===== config.mk =====
export PLATFORM = sky130hd
export DESIGN_NAME = mda_motor_control_duty_ramp
export DESIGN_NICKNAME = d
export VERILOG_FILES = /design/src/rtl/mda_motor_control_duty_ramp_pkg.sv /design/src/rtl/mda_motor_control_tick_gen.sv /design/src/rtl/mda_motor_control_duty_ramp.sv
export SDC_FILE = /design/constraint.sdc
export NUM_CORES = 1
export LEC_CHECK = 0
export ABC_AREA = 1
export ABC_CLOCK_PERIOD_IN_PS = 9900
export CAP_MARGIN = 15
export CORE_MARGIN = 1.5
export CORE_UTILIZATION = 30
export DETAILED_ROUTE_END_ITERATION = 7
export GPL_TIMING_DRIVEN = 1
export PLACE_DENSITY_LB_ADDON = 0.08
export SYNTH_ARGS = -nofsm -noshare
export SYNTH_HDL_FRONTEND = slang
export SYNTH_SLANG_ARGS = --single-unit
export TNS_END_PERCENT = 5

===== constraint.sdc =====
create_clock -name clk -period 9.9 [get_ports clk]
set_clock_uncertainty 0.1 [all_clocks]
set_input_delay 0.99 -clock clk [delete_from_list [all_inputs] [get_ports clk]]
set_output_delay 0.99 -clock clk [all_outputs]
set_load 0.02 [all_outputs]

===== src/rtl/mda_motor_control_duty_ramp_pkg.sv =====
// Shared types for the motor duty-ramp slice: ramp state encoding and defaults.
package mda_motor_control_duty_ramp_pkg;

  localparam int unsigned PERIOD_LENGTH_DEFAULT = 16;

  typedef enum logic [1:0] {
    RAMP_IDLE  = 2'd0,
    RAMP_RAMP  = 2'd1,
    RAMP_DWELL = 2'd2,
    RAMP_HOLD  = 2'd3
  } ramp_state_t;

endpackage


===== src/rtl/mda_motor_control_tick_gen.sv =====
// Free-running divide-by-DIV prescaler; tick is high while the count sits at DIV-1.
// clr restarts the count (used by the command watchdog; tied low for the ramp prescaler).
module mda_motor_control_tick_gen #(
  parameter int unsigned DIV = 1600
) (
  input  logic clk,
  input  logic reset,
  input  logic clr,
  output logic tick
);

  localparam int unsigned CW = (DIV > 1) ? $clog2(DIV) : 1;
  localparam logic [CW-1:0] LAST = CW'((DIV > 0) ? DIV - 1 : 0);

  logic [CW-1:0] cnt;

  // Count 0..DIV-1 and wrap; synchronous clear restarts from zero.
  always_ff @(posedge clk) begin
    if (reset || clr) begin
      cnt <= '0;
    end else if (cnt == LAST) begin
      cnt <= '0;
    end else begin
      cnt <= cnt + CW'(1);
    end
  end

  assign tick = (cnt == LAST);

endmodule


===== src/rtl/mda_motor_control_duty_ramp.sv =====
// Duty slew limiter ahead of the PWM generator, with forced brake dwell on reversal.
// Optional command watchdog: define MDA_MOTOR_CONTROL_WATCHDOG_EN.
module mda_motor_control_duty_ramp
  import mda_motor_control_duty_ramp_pkg::*;
#(
  parameter int unsigned PERIOD_LENGTH = PERIOD_LENGTH_DEFAULT,
  parameter int unsigned RAMP_DIV      = 1600,
  parameter int unsigned DWELL_TICKS   = 16,
  parameter int unsigned WDOG_CYCLES   = 16000000
) (
  input  logic                     clk,
  input  logic                     reset,
  input  logic                     cmd_valid,
  input  logic                     cmd_on,
  input  logic [PERIOD_LENGTH-1:0] cmd_duty,
  input  logic [PERIOD_LENGTH-1:0] period,
  input  logic [PERIOD_LENGTH-1:0] step,
  output logic                     on,
  output logic [PERIOD_LENGTH-1:0] duty_cycle,
  output logic                     at_target,
  output logic                     busy
);

  localparam int unsigned PL         = PERIOD_LENGTH;
  localparam int unsigned DW         = (DWELL_TICKS > 1) ? $clog2(DWELL_TICKS) : 1;
  localparam logic [DW-1:0] DWELL_LAST = DW'((DWELL_TICKS > 0) ? DWELL_TICKS - 1 : 0);

  if (RAMP_DIV < 1 || WDOG_CYCLES < 1) begin : g_param_check
    $error("RAMP_DIV and WDOG_CYCLES must be at least 1");
  end

  ramp_state_t   state, state_n;
  logic          on_n, at_target_n, busy_n;
  logic [PL-1:0] duty_n, target, target_n;
  logic [DW-1:0] dwell_cnt, dwell_n;
  logic          left_fwd, left_fwd_n;
  logic          tick;

  logic [PL-1:0] half, step_eff, target_clamped, goal, duty_mv;
  logic [PL:0]   up_sum;
  logic          same_side, goal_up;

  mda_motor_control_tick_gen #(.DIV(RAMP_DIV)) u_prescaler (
    .clk   (clk),
    .reset (reset),
    .clr   (1'b0),
    .tick  (tick)
  );

`ifdef MDA_MOTOR_CONTROL_WATCHDOG_EN
  logic wd_tick, wd_trip, wd_trip_n;

  mda_motor_control_tick_gen #(.DIV(WDOG_CYCLES)) u_watchdog (
    .clk   (clk),
    .reset (reset),
    .clr   (cmd_valid),
    .tick  (wd_tick)
  );

  // Trip flag: set on command silence, cleared by the next command.
  always_ff @(posedge clk) begin
    if (reset) wd_trip <= 1'b0;
    else       wd_trip <= wd_trip_n;
  end
`endif

  // One candidate ramp move: toward target if on the same side, else toward brake.
  always_comb begin
    half           = period >> 1;
    step_eff       = (step == '0) ? PL'(1) : step;
    target_clamped = (cmd_duty > period) ? period : cmd_duty;
    same_side      = ((target >= half) && (duty_cycle >= half)) ||
                     ((target <= half) && (duty_cycle <= half));
    goal           = same_side ? target : half;
    goal_up        = (goal > duty_cycle);
    up_sum         = {1'b0, duty_cycle} + {1'b0, step_eff};
    if (goal_up) begin
      duty_mv = (up_sum >= {1'b0, goal}) ? goal : up_sum[PL-1:0];
    end else begin
      duty_mv = ((duty_cycle - goal) <= step_eff) ? goal : (duty_cycle - step_eff);
    end
  end

  // Next-state logic; priority: command, period clamp, watchdog, ramp tick.
  always_comb begin
    state_n    = state;
    on_n       = on;
    duty_n     = duty_cycle;
    target_n   = target;
    dwell_n    = dwell_cnt;
    left_fwd_n = left_fwd;
`ifdef MDA_MOTOR_CONTROL_WATCHDOG_EN
    wd_trip_n  = wd_trip;
`endif
    if (cmd_valid) begin
      target_n = target_clamped;
`ifdef MDA_MOTOR_CONTROL_WATCHDOG_EN
      wd_trip_n = 1'b0;
`endif
      if (!cmd_on) begin
        on_n    = 1'b0;
        duty_n  = half;
        state_n = RAMP_IDLE;
        dwell_n = '0;
      end else begin
        unique case (state)
          RAMP_IDLE: begin
            on_n    = 1'b1;
            duty_n  = half;
            state_n = RAMP_RAMP;
            dwell_n = '0;
          end
          RAMP_RAMP: ;
          RAMP_DWELL: begin
            if (!(left_fwd ? (target_clamped < half) : (target_clamped > half))) begin
              state_n = RAMP_RAMP;
              dwell_n = '0;
            end
          end
          RAMP_HOLD: begin
            if (target_clamped != duty_cycle) state_n = RAMP_RAMP;
          end
        endcase
      end
    end else if (duty_cycle > period) begin
      duty_n = period;
`ifdef MDA_MOTOR_CONTROL_WATCHDOG_EN
    end else if (wd_tick && on && !wd_trip) begin
      target_n  = half;
      wd_trip_n = 1'b1;
      if (state == RAMP_HOLD && duty_cycle != half) state_n = RAMP_RAMP;
    end else if (wd_trip && on && duty_cycle == half) begin
      on_n    = 1'b0;
      state_n = RAMP_IDLE;
      dwell_n = '0;
`endif
    end else if (tick) begin
      unique case (state)
        RAMP_RAMP: begin
          if (duty_cycle == target) begin
            state_n = RAMP_HOLD;
          end else begin
            duty_n = duty_mv;
            if (duty_mv == target) begin
              state_n = RAMP_HOLD;
            end else if (!same_side && duty_mv == half && DWELL_TICKS > 0) begin
              state_n    = RAMP_DWELL;
              dwell_n    = '0;
              left_fwd_n = (duty_cycle > half);
            end
          end
        end
        RAMP_DWELL: begin
          if (dwell_cnt == DWELL_LAST) begin
            state_n = RAMP_RAMP;
            dwell_n = '0;
          end else begin
            dwell_n = dwell_cnt + DW'(1);
          end
        end
        default: ;
      endcase
    end
    at_target_n = on_n && (duty_n == target_n);
    busy_n      = (state_n == RAMP_RAMP) || (state_n == RAMP_DWELL);
  end

  // State and registered outputs.
  always_ff @(posedge clk) begin
    if (reset) begin
      state      <= RAMP_IDLE;
      on         <= 1'b0;
      duty_cycle <= period >> 1;
      target     <= period >> 1;
      dwell_cnt  <= '0;
      left_fwd   <= 1'b0;
      at_target  <= 1'b0;
      busy       <= 1'b0;
    end else begin
      state      <= state_n;
      on         <= on_n;
      duty_cycle <= duty_n;
      target     <= target_n;
      dwell_cnt  <= dwell_n;
      left_fwd   <= left_fwd_n;
      at_target  <= at_target_n;
      busy       <= busy_n;
    end
  end

endmodule


# Word-level counts from Yosys, hierarchy flattened
# Cells that the tools add are included.
dict set report classes {
  add_sub_neg 5
  magnitude_cmp 12
  eq_ne 18
  mux 43
  n_bitwise 4
  n_reduce_logical 14
}
# cell n
set ops {}
lappend ops {{16-bit 2-to-1 mux} 14}
lappend ops {{16-bit == test} 3}
lappend ops {{16-bit greater-than comparator} 3}
lappend ops {{4-bit 2-to-1 mux} 9}
lappend ops {{16-bit by 15-bit greater-or-equal comparator with 1-bit output} 2}
lappend ops {{16-bit by 15-bit greater-than comparator with 1-bit output} 2}
lappend ops {{16-bit by 15-bit <= comparator with 1-bit output} 2}
lappend ops {{16-bit subtractor} 2}
lappend ops {{15-bit 2-to-1 mux} 2}
lappend ops {{2-bit 2-to-1 mux} 10}
lappend ops {{16-bit by 16-bit adder with 17-bit output} 1}
lappend ops {{17-bit by 16-bit greater-or-equal comparator with 1-bit output} 1}
lappend ops {{16-bit by 15-bit == test with 1-bit output} 1}
lappend ops {{16-bit <= comparator} 1}
lappend ops {{16-bit zero test} 1}
lappend ops {{16-bit by 15-bit < comparator with 1-bit output} 1}
lappend ops {{16-bit != test} 1}
lappend ops {{4-bit case mux with 2 select lines} 2}
lappend ops {{11-bit by 1-bit adder with 11-bit output, second input constant} 1}
lappend ops {{11-bit == test, second input constant} 1}
lappend ops {{3-bit != test, second input constant} 3}
lappend ops {{8-bit AND reduction} 1}
lappend ops {{7-bit AND reduction} 1}
lappend ops {{2-bit == test, second input constant} 3}
lappend ops {{other kinds (17)} 28}
dict set report word_totals {
  ff_bits 53
  in_bits 52
  out_inout_bits 19
}

# Logic depth before layout (Yosys ltp)
# Gate-level depths: netlist of run 1.
dict set report logic_depth {
  depth_word 19
  mapped_depth 61
  ltp_nobuf 58
}

# By module
# Synthesis of run 1 repeated with hierarchy kept, for this count alone.
dict set report unflattened {
  cells_unflattened 1699
  hier_area_um2 10178.5
}
# module n_inst cells_each area_each_um2
set by_module_without_submodules {}
lappend by_module_without_submodules {mda_motor_control_duty_ramp 1 1627 9656.8}
lappend by_module_without_submodules {mda_motor_control_tick_gen 1 72 521.8}

# Least setup slack after synthesis of run 1
# No wires, ideal clock.
dict set report synth_timing {
  kind {in2reg}
  start {input period[3]}
  end {register dwell_cnt[0]}
  setup_time_ps 113
  arrival_time_ps 7154
  required_ps 9687
  setup_slack_ps 2533
  stages 59
  path_buffers 3
  path_cell_list {inv_1 > ha_1 > nand2_1 > inv_1 > nand2_1 > nand2_1 > nand2_1 > nand2_1 > nand2_1 > nand2_1 > nand2_2 > nand2_4 > nand2_4 > buf_6 > clkbuf_1 > nand2_1 > o21ai_0 > inv_1 > [23 not listed] > clkbuf_1 > nand2_1 > o21ai_0 > or2_1 > nand3_1 > nand2_1 > nor2_1 > nand2_1 > nor2_1 > nand2_1 > nand2_2 > nand2_2 > nand2_1 > nand2_1 > nand2_2 > inv_2 > nor2_1 > nor2_1}
}
dict set report synth_between {
  elab_chain_cells 12
}
# item line
set synth_rtl {}
lappend synth_rtl {{from (decl)} mda_motor_control_duty_ramp.sv:16} ;# input logic [PERIOD_LENGTH-1:0] period,
lappend synth_rtl {{16-bit by 15-bit greater-or-equal comparator with 1-bit output or 16-bit by 15-bit <= comparator with 1-bit output (tied branches)} {mda_motor_control_duty_ramp.sv:72, mda_motor_control_duty_ramp.sv:73}}
lappend synth_rtl {{1-bit logical AND, on equally long branches} {mda_motor_control_duty_ramp.sv:72, mda_motor_control_duty_ramp.sv:73}}
lappend synth_rtl {{1-bit logical OR} mda_motor_control_duty_ramp.sv:72} ;# same_side = ((target >= half) && (duty_cycle >= half)) ||
lappend synth_rtl {{16-bit 2-to-1 mux} mda_motor_control_duty_ramp.sv:74} ;# goal = same_side ? target : half;
lappend synth_rtl {{16-bit subtractor} mda_motor_control_duty_ramp.sv:80} ;# duty_mv = ((duty_cycle - goal) <= step_eff) ? goal : (duty_cycle - step_eff);
lappend synth_rtl {{16-bit <= comparator} mda_motor_control_duty_ramp.sv:80}
lappend synth_rtl {{16-bit 2-to-1 mux} mda_motor_control_duty_ramp.sv:80}
lappend synth_rtl {{16-bit 2-to-1 mux} mda_motor_control_duty_ramp.sv:77} ;# if (goal_up) begin
lappend synth_rtl {{16-bit by 15-bit == test with 1-bit output} mda_motor_control_duty_ramp.sv:146} ;# end else if (!same_side && duty_mv == half && DWELL_TICKS > 0) begin
lappend synth_rtl {{1-bit logical AND} mda_motor_control_duty_ramp.sv:146}
lappend synth_rtl {{3-bit != test (no source line)} -}
lappend synth_rtl {{8-bit AND reduction (no source line) *} -}
lappend synth_rtl {{to (signal assigned)} mda_motor_control_duty_ramp.sv:184} ;# dwell_cnt <= dwell_n;
lappend synth_rtl {{to (decl)} mda_motor_control_duty_ramp.sv:35} ;# logic [DW-1:0] dwell_cnt, dwell_n;
# Every way passes the cells marked *; elsewhere a longest branch is shown, timed or not.
# A chain may end at the register's enable or synchronous reset.

# Worst setup path after layout of run 1
dict set report layout_timing {
  start {input period[12]}
  end {register left_fwd}
}
dict set report layout_between {
  elab_chain_cells 11
}
# item line
set layout_rtl {}
lappend layout_rtl {{16-bit by 15-bit greater-or-equal comparator with 1-bit output or 16-bit by 15-bit <= comparator with 1-bit output (tied branches)} {mda_motor_control_duty_ramp.sv:72, mda_motor_control_duty_ramp.sv:73}}
lappend layout_rtl {{1-bit logical AND, on equally long branches} {mda_motor_control_duty_ramp.sv:72, mda_motor_control_duty_ramp.sv:73}}
lappend layout_rtl {{1-bit logical OR} mda_motor_control_duty_ramp.sv:72}
lappend layout_rtl {{16-bit 2-to-1 mux} mda_motor_control_duty_ramp.sv:74}
lappend layout_rtl {{16-bit subtractor} mda_motor_control_duty_ramp.sv:80}
lappend layout_rtl {{16-bit <= comparator} mda_motor_control_duty_ramp.sv:80}
lappend layout_rtl {{16-bit 2-to-1 mux} mda_motor_control_duty_ramp.sv:80}
lappend layout_rtl {{16-bit 2-to-1 mux} mda_motor_control_duty_ramp.sv:77}
lappend layout_rtl {{16-bit by 15-bit == test with 1-bit output or 16-bit == test (tied branches)} {mda_motor_control_duty_ramp.sv:146, mda_motor_control_duty_ramp.sv:144}}
lappend layout_rtl {{1-bit logical AND or 1-bit NOT (tied branches)} -}
lappend layout_rtl {{7-bit AND reduction (no source line)} -}
lappend layout_rtl {{to (signal assigned)} mda_motor_control_duty_ramp.sv:185} ;# left_fwd <= left_fwd_n;
lappend layout_rtl {{to (decl)} mda_motor_control_duty_ramp.sv:36} ;# logic left_fwd, left_fwd_n;
# Several ways; a longest one is shown, not always the timed one.

==> results by group, run 1 <==
Yosys
  – Post-synthesis sequential area ratio: 10.5%
  – Top cells by area, synth: ha_1, nand2_1, dfxtp_1
  – Syn. warnings: 0
  – EDFF count, synth: 0
  – Synth Area in Simple Gates: 34.9%
  – Syn Nets: 1,898
  – Mux share of post-synthesis cell area: 0%
  – Adder-Cell Fraction of Synth Area: 20.4%
  – Synth Area in Compound Gates: 19.3%
  – Syn Area/Cell: 6.02 sq um
  – Top_reg_cell synth: dfxtp_1
  – Post-Syn Area: 10,100 sq um
  – Ys async rst share: 0%
  – Synth top area share: 19.8%
  – Cell with the most instances after synthesis: nand2_1
  – Synth unique cells: 58
  – Post-synth top cells: nand2_1, inv_1, ha_1, nand3_1, o21ai_0
  – Leading area contributor after synthesis: ha_1
  – XOR/XNOR Fraction of Synth Area: 4.06%
  – Synth Register Bits: 53
  – Synth Instances: 1,683
  – Main combinational cell family by area after synthesis: simple AND/OR/NAND/NOR gates

Worst setup path
  – Worst Path Class, Setup: input port to flop
  – Slowest stage delay, CP: 0.65 ns
  – Crit-path max FO: 33
  – Worst Setup End Kind: flop
  – Buf+Inv Stages, Crit Path: 5
  – CP required: 10.02 ns
  – Startpoint Class: input port
  – Worst Path Arrival: 8.96 ns
  – Worst path top cell family by delay: simple AND/OR/NAND/NOR gates
  – CP max-delay cell: clkdlybuf4s50_1
  – Crit-path most repeated cell: nand2_1

Power and ir drop
  – Combinational group share of total power: 77.7%
  – Leak: 5.69 nW
  – Internal Power: 0.915 mW
  – Clock network power share: 10.1%
  – Seq pwr share: 12.3%
  – Power per cell area: 184 nW/um^2
  – Net Switching: 1.20 mW
  – VDD IR-drop max: 0.0663 mV
  – Sw Ratio: 56.8%

CTS
  – Clk_lat worst skew: 0.31 ns
  – Clock sink count: 53
  – Post-cts sizing count: 0
  – Post-CTS setup buffers: 0
  – # hold bufs at CTS: 0
  – TritonCTS clock tree: built
  – Root Driver: clkbuf_16
  – Longest Clk Path Bufs: 2
  – Reg clk slew, reported paths: 0.09 ns
  – H-tree levels: 2
  – CTS Buf Count: 5

Die
  – FP Rows: 67
  – Die area: 34,900 sq um
  – Die Ht: 187 um
  – Core Region: 33,400 sq um
  – Starting Density: 30.4%
  – IO Pins: 71
  – DIE WIDTH: 187 um

Routing
  – Wire per inst: 18.7 um
  – DRT antenna net count: 0
  – Post-route DRC violation count: 0
  – DRT Wirelength: 40,800 um
  – DR iter-0 viols: 765
  – Vias per cell: 5.14
  – First-pass iteration count of the detailed router: 6
  – DR vias: 11,230

Timing
  – Slew HR: 35.9%
  – Final setup fails: 0
  – Worst hold slack: 0.354 ns
  – RSZ-0062 raised after global routing: false
  – Final Slew Violations: 0
  – TNS Setup: 0 ns
  – Final hold viol count: 0
  – Fin crit share: 89.3%
  – Min Tclk post-route: 8.84 ns
  – Measured slew at the worst slew-check pin: 0.959 ns
  – FMAX: 0.113 GHz

Layout
  – Layout cells sized above 1: 4.96%
  – Ant. Diodes: 0
  – FF/Latch Area: 1060 sq um
  – Final non-filler cell area: 11,500 sq um
  – Non-filler cells in the finished layout: 2,183
  – Fillers: 3,824
  – Area growth, synth to finish: 13.7%
  – Multi-input gate area: 7980 sq um
  – Fin nets: 1,949

Place
  – Dpl cells: 2,175
  – Placer congestion estimate: 0.884
  – I/O Buffers: 70
  – Area of placed instances: 11,300 sq um
  – HPWL Detailed: 34,000 um

Run
  – MaxCap Viol Count: 0

Global routing
  – Number of global-route vias before repair: 11,154
  – Gr usage total: 23.2%
  – GRT Residual Overflow: 0
  – Initial antenna violation count: 0
  – Largest net degree at the start of global routing: 44
  – First-pass GRT wire length: 63,200 um

Outcome
  – Outcome: complete, no violations

Min path
  – Min-Delay Path Class: flop to flop
## registers in the layout, summed over array words and instances, names as in the netlist
signal / flops
at_target: 1
busy: 1
duty_cycle: 16
dwell_cnt: 4
left_fwd: 1
on: 1
state: 2
target: 16
u_prescaler.cnt: 11
## worst paths after layout
| kind | from | to | slack (ns) | cells after the start |
|---|---|---|---|---|
| max reg2reg | duty_cycle[0] | left_fwd | 1.87 | 48 |
| max | period[12] | left_fwd | 1.06 | 49 |
| min | u_prescaler.cnt[0] | u_prescaler.cnt[0] | 0.35 | 1 |
| min reg2reg | u_prescaler.cnt[0] | u_prescaler.cnt[0] | 0.35 | 1 |
## cell type report
| cell class | instances | area share [%] |
|---|---|---|
| multi-input cells | 1354 | 69.3 |
| flip-flops and latches | 53 | 9.21 |
| repair buffers | 100 | 8.04 |
| inverters | 220 | 7.17 |
| well taps | 448 | 4.87 |
| clock buffers | 6 | 1.12 |
| clock inverters | 2 | 0.337 |
## cells in the final DEF (no fill, tap or decap), drive strengths merged, types with 2 or more instances in the layout
cell type / instances
a2111oi: 2
a211oi: 5
a21boi: 2
a21o: 5
a21oi: 122
a22oi: 4
a31oi: 6
a32o: 2
buf: 30
clkbuf: 6
clkdlybuf4s50: 70
clkinv: 3
dfxtp: 53
fa: 3
ha: 160
inv: 218
nand2: 453
nand3: 158
nand3b: 3
nand4: 32
nor2: 105
nor3: 21
nor4: 18
o2111ai: 4
o211ai: 17
o21a: 4
o21ai: 137
o21bai: 4
o221ai: 11
o22ai: 8
or2: 14
xnor2: 9
xor2: 38
## cell families after synthesis
logic type,count (synthesis)
xor gates and xnor gates,47
and+or+nand+nor,804
buffers and inverters,276
adders and majority gates,163
DFF,53
AOI/OAI and AO/OA,340
## power by group through the flow
| stage | Clock, mW | Sequential (mW) | Combinational [mW] |
|---|---|---|---|
| after floorplan | 0 | 0.273 | 1.17 |
| after global placement | 0 | 0.265 | 1.64 |
| after detailed placement | 0 | 0.264 | 1.63 |
| after CTS | 0.217 | 0.259 | 1.64 |
| after global routing | 0.225 | 0.262 | 1.86 |
| final | 0.213 | 0.259 | 1.64 |
## metrics by stage
| stage | setup slack, ns | total power [mW] | util (%) |
|---|---|---|---|
| 6_report | 1.06 | 2.11 | 34.5 |
| 5_1_grt | 0.0183 | 2.35 | 34.5 |
| 4_1_cts | 0.880 | 2.11 | 34.5 |
| 3_5_place_dp | 0.584 | 1.89 | 34.0 |
| 3_3_place_gp | 0.677 | 1.90 | 34.0 |
| 2_1_floorplan | 2.53 | 1.44 | - |
## routing by layer
metal | GRT usage, % | wire (um)
met1 | 32.1 | 19800
met2 | 37.6 | 17700
met3 | 1.64 | 1890
met4 | 8.47 | 1380
met5 | 0 | 0
Power figures use the tool's default switching activity.
==> run 2, diff against run 1 <==
CORE_UTILIZATION = 62   (was 30)
==> run 2 against run 1 <==
Clock power down 5%. Routed wire length shrank 14%. Combinational power decreased by 3%. Critical path depth fell by 1. Largest cell class unchanged.
==> results by group, run 2 (synthesis gave the netlist of run 1 again) <==
Outcome
  – Outcome: complete, no violations

Timing
  – RSZ-0062 raised after global routing: false
  – Measured slew at the worst slew-check pin: 1.08 ns (+0.124 ns)
  – Final setup fails: 0 (unchanged)
  – Slew HR: 27.2% (-8.8 points)
  – Min Tclk post-route: 9.17 ns (+0.336 ns)
  – Worst hold slack: 0.350 ns (-0.00345 ns)
  – Final hold viol count: 0 (unchanged)
  – Fin crit share: 92.7% (+3.4 points)
  – FMAX: 0.109 GHz (-3.7%)
  – TNS Setup: 0 ns (unchanged)
  – Final Slew Violations: 0 (unchanged)

Routing
  – Post-route DRC violation count: 0 (unchanged)
  – Wire per inst: 18.2 um (-2.7%)
  – Vias per cell: 6.14 (+19%)
  – DR iter-0 viols: 1,299 (+70%)
  – DRT Wirelength: 35,100 um (-14%)
  – DRT antenna net count: 0 (unchanged)
  – First-pass iteration count of the detailed router: 6 (unchanged)
  – DR vias: 11,863 (+5.6%)

Die
  – IO Pins: 71 (unchanged)
  – Starting Density: 63.5% (+33 points)
  – DIE WIDTH: 131 um (-30%)
  – Core Region: 15,900 sq um (-52%)
  – FP Rows: 46 (-31%)
  – Die Ht: 131 um (-30%)
  – Die area: 17,100 sq um (-51%)

Worst setup path
  – Buf+Inv Stages, Crit Path: 4 (-1)
  – Worst Path Arrival: 9.26 ns (+0.30 ns)
  – Crit-path most repeated cell: nand2_1
  – Internal reg-to-reg setup slack: 1.59 ns (-0.28 ns)
  – End of the worst register-to-register path: left_fwd
  – Worst Path Class, Setup: input port to flop
  – R2R Path Start: duty_cycle[1]
  – Slowest stage delay, CP: 0.69 ns (+0.04 ns)
  – CP max-delay cell: clkdlybuf4s50_1
  – Crit-path max FO: 33 (unchanged)
  – Worst path top cell family by delay: simple AND/OR/NAND/NOR gates
  – CP required: 9.99 ns (-0.03 ns)
  – Startpoint Class: input port
  – Worst Setup End Kind: flop
  – Reg2Reg Depth: 49 (+2.1%)

Min path
  – Min-Delay Path Class: flop to flop
  – Hold Startpoint: u_prescaler.cnt[0]
  – Worst hold path stage count: 1 (unchanged)
  – Hold Path End: u_prescaler.cnt[0]

Global routing
  – GRT Residual Overflow: 0 (unchanged)
  – First-pass GRT wire length: 54,600 um (-14%)
  – Number of global-route vias before repair: 10,966 (-1.7%)
  – Gr usage total: 40.8% (+18 points)
  – Largest net degree at the start of global routing: 44 (unchanged)
  – Initial antenna violation count: 0 (unchanged)

Power and ir drop
  – Power per cell area: 187 nW/um^2 (+1.8%)
  – Total power: 2.07 mW (-2.1%)
  – VDD IR-drop max: 0.111 mV (+67%)
  – Leak: 5.59 nW (-1.7%)

Layout
  – Final non-filler cell area: 11,100 sq um (-3.8%)
  – Ant. Diodes: 0 (unchanged)
  – Most common cell after layout, fill and taps aside: nand2_1
  – FF/Latch Area: 1060 sq um (unchanged)
  – Multi-input gate area: 7970 sq um (-0.11%)
  – Layout cells sized above 1: 3.96% (-0.99 points)
  – Largest registers: duty_cycle x16, target x16, u_prescaler.cnt x11
  – Most frequent cells in the layout: nand2_1, inv_1, ha_1
  – Area growth, synth to finish: 9.41%
  – Fillers: 1,537 (-60%)
  – Fin nets: 1,930 (-0.97%)

Place
  – Placer congestion estimate: 1.04 (+18%)
  – Area of placed instances: 10,900 sq um (-3.8%)
  – HPWL Detailed: 28,700 um (-16%)
  – I/O Buffers: 70 (unchanged)

CTS
  – Clk_lat worst skew: 0.30 ns (about the same)
  – H-tree levels: 2 (unchanged)
  – Clock sink count: 53 (unchanged)
  – Root Driver: clkbuf_16
  – Reg clk slew, reported paths: 0.07 ns (-0.02 ns)
  – CTS Buf Count: 5 (unchanged)
  – TritonCTS clock tree: built
  – Longest Clk Path Bufs: 2 (unchanged)

Run
  – MaxCap Viol Count: 0 (unchanged)
## run 2: final cells by class
cell class,count,area share [%]
multi-input combinational,1354,71.9
sequential,53,9.58
inverter,220,7.49
timing repair buffer,81,7.07
tap,216,2.44
clock buffer,6,1.16
clock inverter,2,0.350
## run 2: power breakdown
part	switching (mW)	leakage, nW	internal [mW]
Combinational	1.05	5.07	0.545
Sequential	0.0462	0.440	0.231
Clock	0.0816	0.0810	0.120
Total	1.17	5.59	0.897
## run 2: worst reg2reg max path: cells and delay by family, from the launching register on
family	cells	cell delay [ns]
AND/OR/NAND/NOR	35	3.97
AO/OA/AOI/OAI	8	1.79
adder cells (fa/ha/maj)	3	0.94
flip-flops	1	0.80
buffers and inverters	2	0.46
XOR/XNOR	1	0.15
## run 2: how the worst max path moves through the flow
| stage | from | to | slack [ns] | cells after the start |
|---|---|---|---|---|
| after global placement | period[8] | left_fwd | 0.72 | 50 |
| final | period[9] | left_fwd | 0.73 | 48 |
| after floorplan | period[3] | dwell_cnt[0] | 2.53 | 59 |
| after global routing | period[8] | dwell_cnt[0] | 0.04 | 54 |
| after CTS | period[12] | left_fwd | 0.87 | 50 |
| after detailed placement | period[12] | left_fwd | 0.60 | 47 |
## run 2: metrics by stage
step / std cells / util (%) / setup slack, ns
floorplan: 1683 / - / 2.53
CTS: 1932 / 69.5 / 0.870
global placement: 1924 / 68.4 / 0.723
global route: 1932 / 69.5 / 0.0416
finish: 1932 / 69.5 / 0.725
detailed placement: 1924 / 68.4 / 0.597
## run 2: layer usage
layer	wire length (um)	GRT usage (%)	vias up
met1	14300	51.3	5272
met5	0	0	-
met4	2350	26.4	0
li1	-	-	5744
met2	15100	65.1	684
met3	3280	6.15	163
## run 2: repair_timing
item                                    4_1_cts  5_1_grt
endpoints found under the setup margin        0        5
hold buffers                                  0        0
buffers inserted                              0        0
gates resized for setup                       0        1
==> run 3, diff against run 2 <==
MAX_ROUTING_LAYER = met4   (was default)
==> run 3 against run 2 <==
Clock power hardly changed. Combinational power barely moved. Global-route usage increased by 1.8 points. Critical endpoint is now dwell_cnt[1]. Worst hold slack better by 0.028 ns.
==> results by group, run 3 (synthesis gave the netlist of run 1 again) <==
Layout
  – Final non-filler cell area: 11,100 sq um (+0.41%)
  – Area growth, synth to finish: 9.86%
  – Fin nets: 1,936 (+0.31%)
  – Most frequent cells in the layout: nand2_1, inv_1, ha_1
  – Most common cell after layout, fill and taps aside: nand2_1
  – Layout cells sized above 1: 4.30% (+0.33 points)
  – Fillers: 1,524 (-0.85%)
  – FF/Latch Area: 1060 sq um (unchanged)
  – Ant. Diodes: 0 (unchanged)
  – Multi-input gate area: 7970 sq um (unchanged)
  – Largest registers: duty_cycle x16, target x16, u_prescaler.cnt x11

Global routing
  – Largest net degree at the start of global routing: 44 (unchanged)
  – GRT Residual Overflow: 0 (unchanged)
  – First-pass GRT wire length: 55,000 um (+0.77%)
  – Number of global-route vias before repair: 10,983 (+0.16%)
  – Gr usage total: 42.5% (+1.8 points)
  – Initial antenna violation count: 0 (unchanged)

Timing
  – Slew HR: 28.8% (+1.7 points)
  – Final setup fails: 0 (unchanged)
  – TNS Setup: 0 ns (unchanged)
  – Final Slew Violations: 0 (unchanged)
  – FMAX: 0.110 GHz (+1.1%)
  – RSZ-0062 raised after global routing: false
  – Measured slew at the worst slew-check pin: 1.06 ns (-0.0250 ns)
  – Min Tclk post-route: 9.07 ns (-0.102 ns)
  – Fin crit share: 91.6% (-1.0 points)
  – Final hold viol count: 0 (unchanged)

Place
  – Placer congestion estimate: 1.07 (+2.8%)
  – HPWL Detailed: 28,900 um (+0.77%)
  – Area of placed instances: 11,000 sq um (+0.41%)
  – I/O Buffers: 70 (unchanged)

Die
  – DIE WIDTH: 131 um (unchanged)
  – Die Ht: 131 um (unchanged)
  – Starting Density: 63.5% (unchanged)
  – Die area: 17,100 sq um (unchanged)
  – FP Rows: 46 (unchanged)
  – IO Pins: 71 (unchanged)
  – Core Region: 15,900 sq um (unchanged)

Power and ir drop
  – Clock network power share: 9.8% (about the same)
  – Combinational group share of total power: 77.2% (+0.3 points)
  – Sw Ratio: 56.8% (+0.13 points)
  – Internal Power: 0.905 mW (+0.93%)
  – Power per cell area: 188 nW/um^2 (+0.83%)
  – Total power: 2.10 mW (+1.2%)
  – VDD IR-drop max: 0.0998 mV (-10%)
  – Leak: 5.62 nW (+0.52%)
  – Net Switching: 1.19 mW (+1.5%)
  – Seq pwr share: 13.0% (-0.4 points)

Worst setup path
  – CP required: 9.99 ns (about the same)
  – CP max-delay cell: clkdlybuf4s50_1
  – Startpoint Class: input port
  – Worst Path Class, Setup: input port to flop
  – Crit-path most repeated cell: nand2_1
  – R2R Path Start: duty_cycle[1]
  – Reg2Reg Depth: 53 (+8.2%)
  – Worst Path Arrival: 9.17 ns (-0.09 ns)
  – Crit-path max FO: 33 (unchanged)
  – Worst Setup End Kind: flop
  – End of the worst register-to-register path: dwell_cnt[1]
  – Internal reg-to-reg setup slack: 1.65 ns (+0.06 ns)
  – Slowest stage delay, CP: 0.65 ns (-0.04 ns)

CTS
  – Longest Clk Path Bufs: 2 (unchanged)
  – TritonCTS clock tree: built
  – H-tree levels: 2 (unchanged)
  – Clk_lat worst skew: 0.30 ns (about the same)
  – Reg clk slew, reported paths: 0.07 ns (about the same)
  – Clock sink count: 53 (unchanged)
  – CTS Buf Count: 5 (unchanged)
  – Root Driver: clkbuf_16
  – # hold bufs at CTS: 0 (unchanged)

Min path
  – Hold Startpoint: u_prescaler.cnt[0]
  – Worst hold path stage count: 1 (unchanged)
  – Hold Path End: u_prescaler.cnt[0]
  – Min-Delay Path Class: flop to flop

Routing
  – Post-route DRC violation count: 0 (unchanged)
  – DRT Wirelength: 35,700 um (+1.6%)
  – DRT antenna net count: 0 (unchanged)
  – First-pass iteration count of the detailed router: 6 (unchanged)
  – Vias per cell: 6.19 (+0.81%)
  – DR vias: 11,996 (+1.1%)
  – Wire per inst: 18.4 um (+1.3%)
  – DR iter-0 viols: 1,570 (+21%)

Run
  – MaxCap Viol Count: 0 (unchanged)

Outcome
  – Outcome: complete, no violations
-- run 3: cell count changes in the layout (fill, tap and decap cells not counted) --
| cell | before | now |
|---|---|---|
| buf_4 | 11 | 17 |
-- run 3: metal layers --
metal	global-route usage [%]	up-vias	part of all wire [%]
li1	-	5749	-
met1	51.4	5367	39
met2	67.4	726	44
met3	7.21	154	11
met4	23.5	0	5.7
met5	-	-	0
-- run 3: per-stage QoR --
step	hold WS [ns]	util, %	cells	worst slack (ns)
after floorplan	0.318	-	1683	2.53
after global placement	0.334	68.7	1930	0.891
after detailed placement	0.372	68.7	1930	0.635
after CTS	0.388	69.8	1938	0.928
after global routing	0.408	69.8	1938	0.0197
final	0.378	69.8	1938	0.827
-- run 3: what timing repair did --
action | 4_1_cts | 5_1_grt
buffers inserted | 0 | 0
resized for setup | 0 | 1
setup endpoints to repair | 0 | 6
-- run 3: worst max-delay path: cells and delay by family --
| family | cells | cell delay, ns |
|---|---|---|
| adder cells (fa/ha/maj) | 3 | 0.97 |
| AO/OA/AOI/OAI | 9 | 1.74 |
| XOR/XNOR | 1 | 0.15 |
| AND/OR/NAND/NOR | 35 | 3.78 |
| buffers and inverters | 6 | 1.54 |
-- run 3: how the worst max path moves through the flow --
stage / to / from
2_1_floorplan: dwell_cnt[0] / period[3]
3_3_place_gp: dwell_cnt[2] / period[8]
3_5_place_dp: dwell_cnt[1] / period[12]
4_1_cts: dwell_cnt[1] / period[12]
5_1_grt: dwell_cnt[2] / period[8]
6_report: dwell_cnt[1] / period[12]
-- run 3: power by group through the flow --
stage	registers, mW	clock network (mW)	logic, mW
after floorplan	0.273	0	1.17
after global placement	0.274	0	1.52
after detailed placement	0.274	0	1.56
after CTS	0.269	0.203	1.57
after global routing	0.272	0.210	1.79
final	0.272	0.205	1.62
-- run 3: final cells by class --
class	instances	area share [%]
sequential	53	9.54
inverter	220	7.46
tap	216	2.43
clock inverter	2	0.349
clock buffer	6	1.16
timing repair buffer	87	7.44
multi-input combinational	1354	71.6
==> edit, RTL diff (settings of run 2) <==
Re-encode `ramp_state_t` (4 states) as one-hot, 4 bits wide.
--- a/src/rtl/mda_motor_control_duty_ramp_pkg.sv
+++ b/src/rtl/mda_motor_control_duty_ramp_pkg.sv
@@ -3,11 +3,11 @@
 
   localparam int unsigned PERIOD_LENGTH_DEFAULT = 16;
 
-  typedef enum logic [1:0] {
-    RAMP_IDLE  = 2'd0,
-    RAMP_RAMP  = 2'd1,
-    RAMP_DWELL = 2'd2,
-    RAMP_HOLD  = 2'd3
+  typedef enum logic [3:0] {
+    RAMP_IDLE  = 4'b0001,
+    RAMP_RAMP  = 4'b0010,
+    RAMP_DWELL = 4'b0100,
+    RAMP_HOLD  = 4'b1000
   } ramp_state_t;
 
 endpackage
Function: same outputs for any inputs over 10 cycles, from zero or initial values and one cycle with reset high; not proved beyond that.
==> edit against run 2 <==
  * Cell area is 2.0% lower
  * Global-route usage fell by 2.7 points
  * Synthesized cell count fell by 2.3%
  * Register-to-register slack gained 0.48 ns
  * Sequential cell count rose by 2
  * Sequential power grew 2%
  * Routed wire length shrank 9.7%
  * Setup slack improved by 0.43 ns
  * Core utilization decreased by 0.63 points
  * Area after synthesis shrank 2.1%
  * Power decreased by 3.2%
  * Critical path type unchanged
  * Largest power group unchanged
==> edit: results (changes against run 2) <==
Clk cell area share = 0.0136 (-0.00154)
1st-iter DRT viols = 985 (-24%)
Max Freq = 0.114 GHz (+5.0%)
Non-clock buffers = 84 (+3.7%)
Global Route Usage Sum = 0.380 (-0.0274)
Worst r2r dst = at_target$_SDFF_PP0_
Status = finished clean
Leak pwr = 5.51 nW (-1.6%)
Post-Place Worst Slack = 1.05 ns (+0.451 ns)
Seq power = 0.000282 W (+2%)
Layout cells sized above 1 = 0.0405 (+0.000922)
Metal2 WL = 13,500 um (-11%)
Comb_multi_in = 1,319 (-2.6%)
Filler instances = 1,491 (-3.0%)
Final #Nets = 1,885 (-2.3%)
Multi-input combinational area share = 0.713 (-0.00613)
Crit-path max FO = 32 (-3.0%)
Ranking of synthesized cells by area = ha_1 19%, nand2_1 17%, dfxtp_1 11%, inv_1 7.6%, nand3_1 6.6%
Final HPWL DP = 26,000 um (-9.5%)
Post-Route WL = 31,700 um (-9.7%)
Met3 GRT Util = 0.0512 (-0.0103)
Comb power frac = 0.767 (-0.002)
Gp weighted congestion = 1.04 (-0.51%)
CP Data Arrival Time = 8.88 ns (-0.38 ns)
R2r worst-path depth = 47 (-4.1%)
Met1 Use GR = 0.510 (-0.00257)
Vias in the first global route = 9,991 (-8.9%)
Most frequent cells after synthesis = 436 x nand2_1, 202 x inv_1, 154 x ha_1
VDD IR-drop max = 0.139 mV (+25%)
WL met1 = 13,700 um (-4.3%)
Routed vias = 11,200 (-6.0%)
End point of the critical path = at_target$_SDFF_PP0_
Synth Register Bits = 55 (+3.8%)
Final non-clock buffer share = 0.0742 (+0.00350)
Critical Path Start = period[4]
## edit: cell count changes after synthesis, moves of 7 or more
cell and delta:
nand3_1 -23, nor2_1 +11, buf_2 +10, inv_1 -10
o211ai_1 +10, a21oi_1 -7, or2_1 -7
## edit: stage by stage
stage | cell area (um2) | instances | total power, W
final | 10900 | 1893 | 0.00201
after global routing | 10900 | 1893 | 0.00221
after CTS | 10900 | 1893 | 0.00197
after detailed placement | 10700 | 1885 | 0.00178
after global placement | 10700 | 1885 | 0.00176
after floorplan | 9910 | 1645 | 0.00141
## edit: worst max-delay path: cells and delay by family
kind | cells | cell delay (ns)
AND/OR/NAND/NOR | 28 | 3.72
XOR/XNOR | 1 | 0.06
AO/OA/AOI/OAI | 10 | 1.65
adder cells (fa/ha/maj) | 3 | 0.98
buffers and inverters | 6 | 1.42
## edit: kinds of logic after synthesis
group           count (synthesis)  synth area share
flops                          55             0.111
fa+ha+maj                     157             0.200
simple gates                  776             0.337
xor+xnor                       60            0.0549
buf+inv                       271             0.108
compound gates                326             0.189
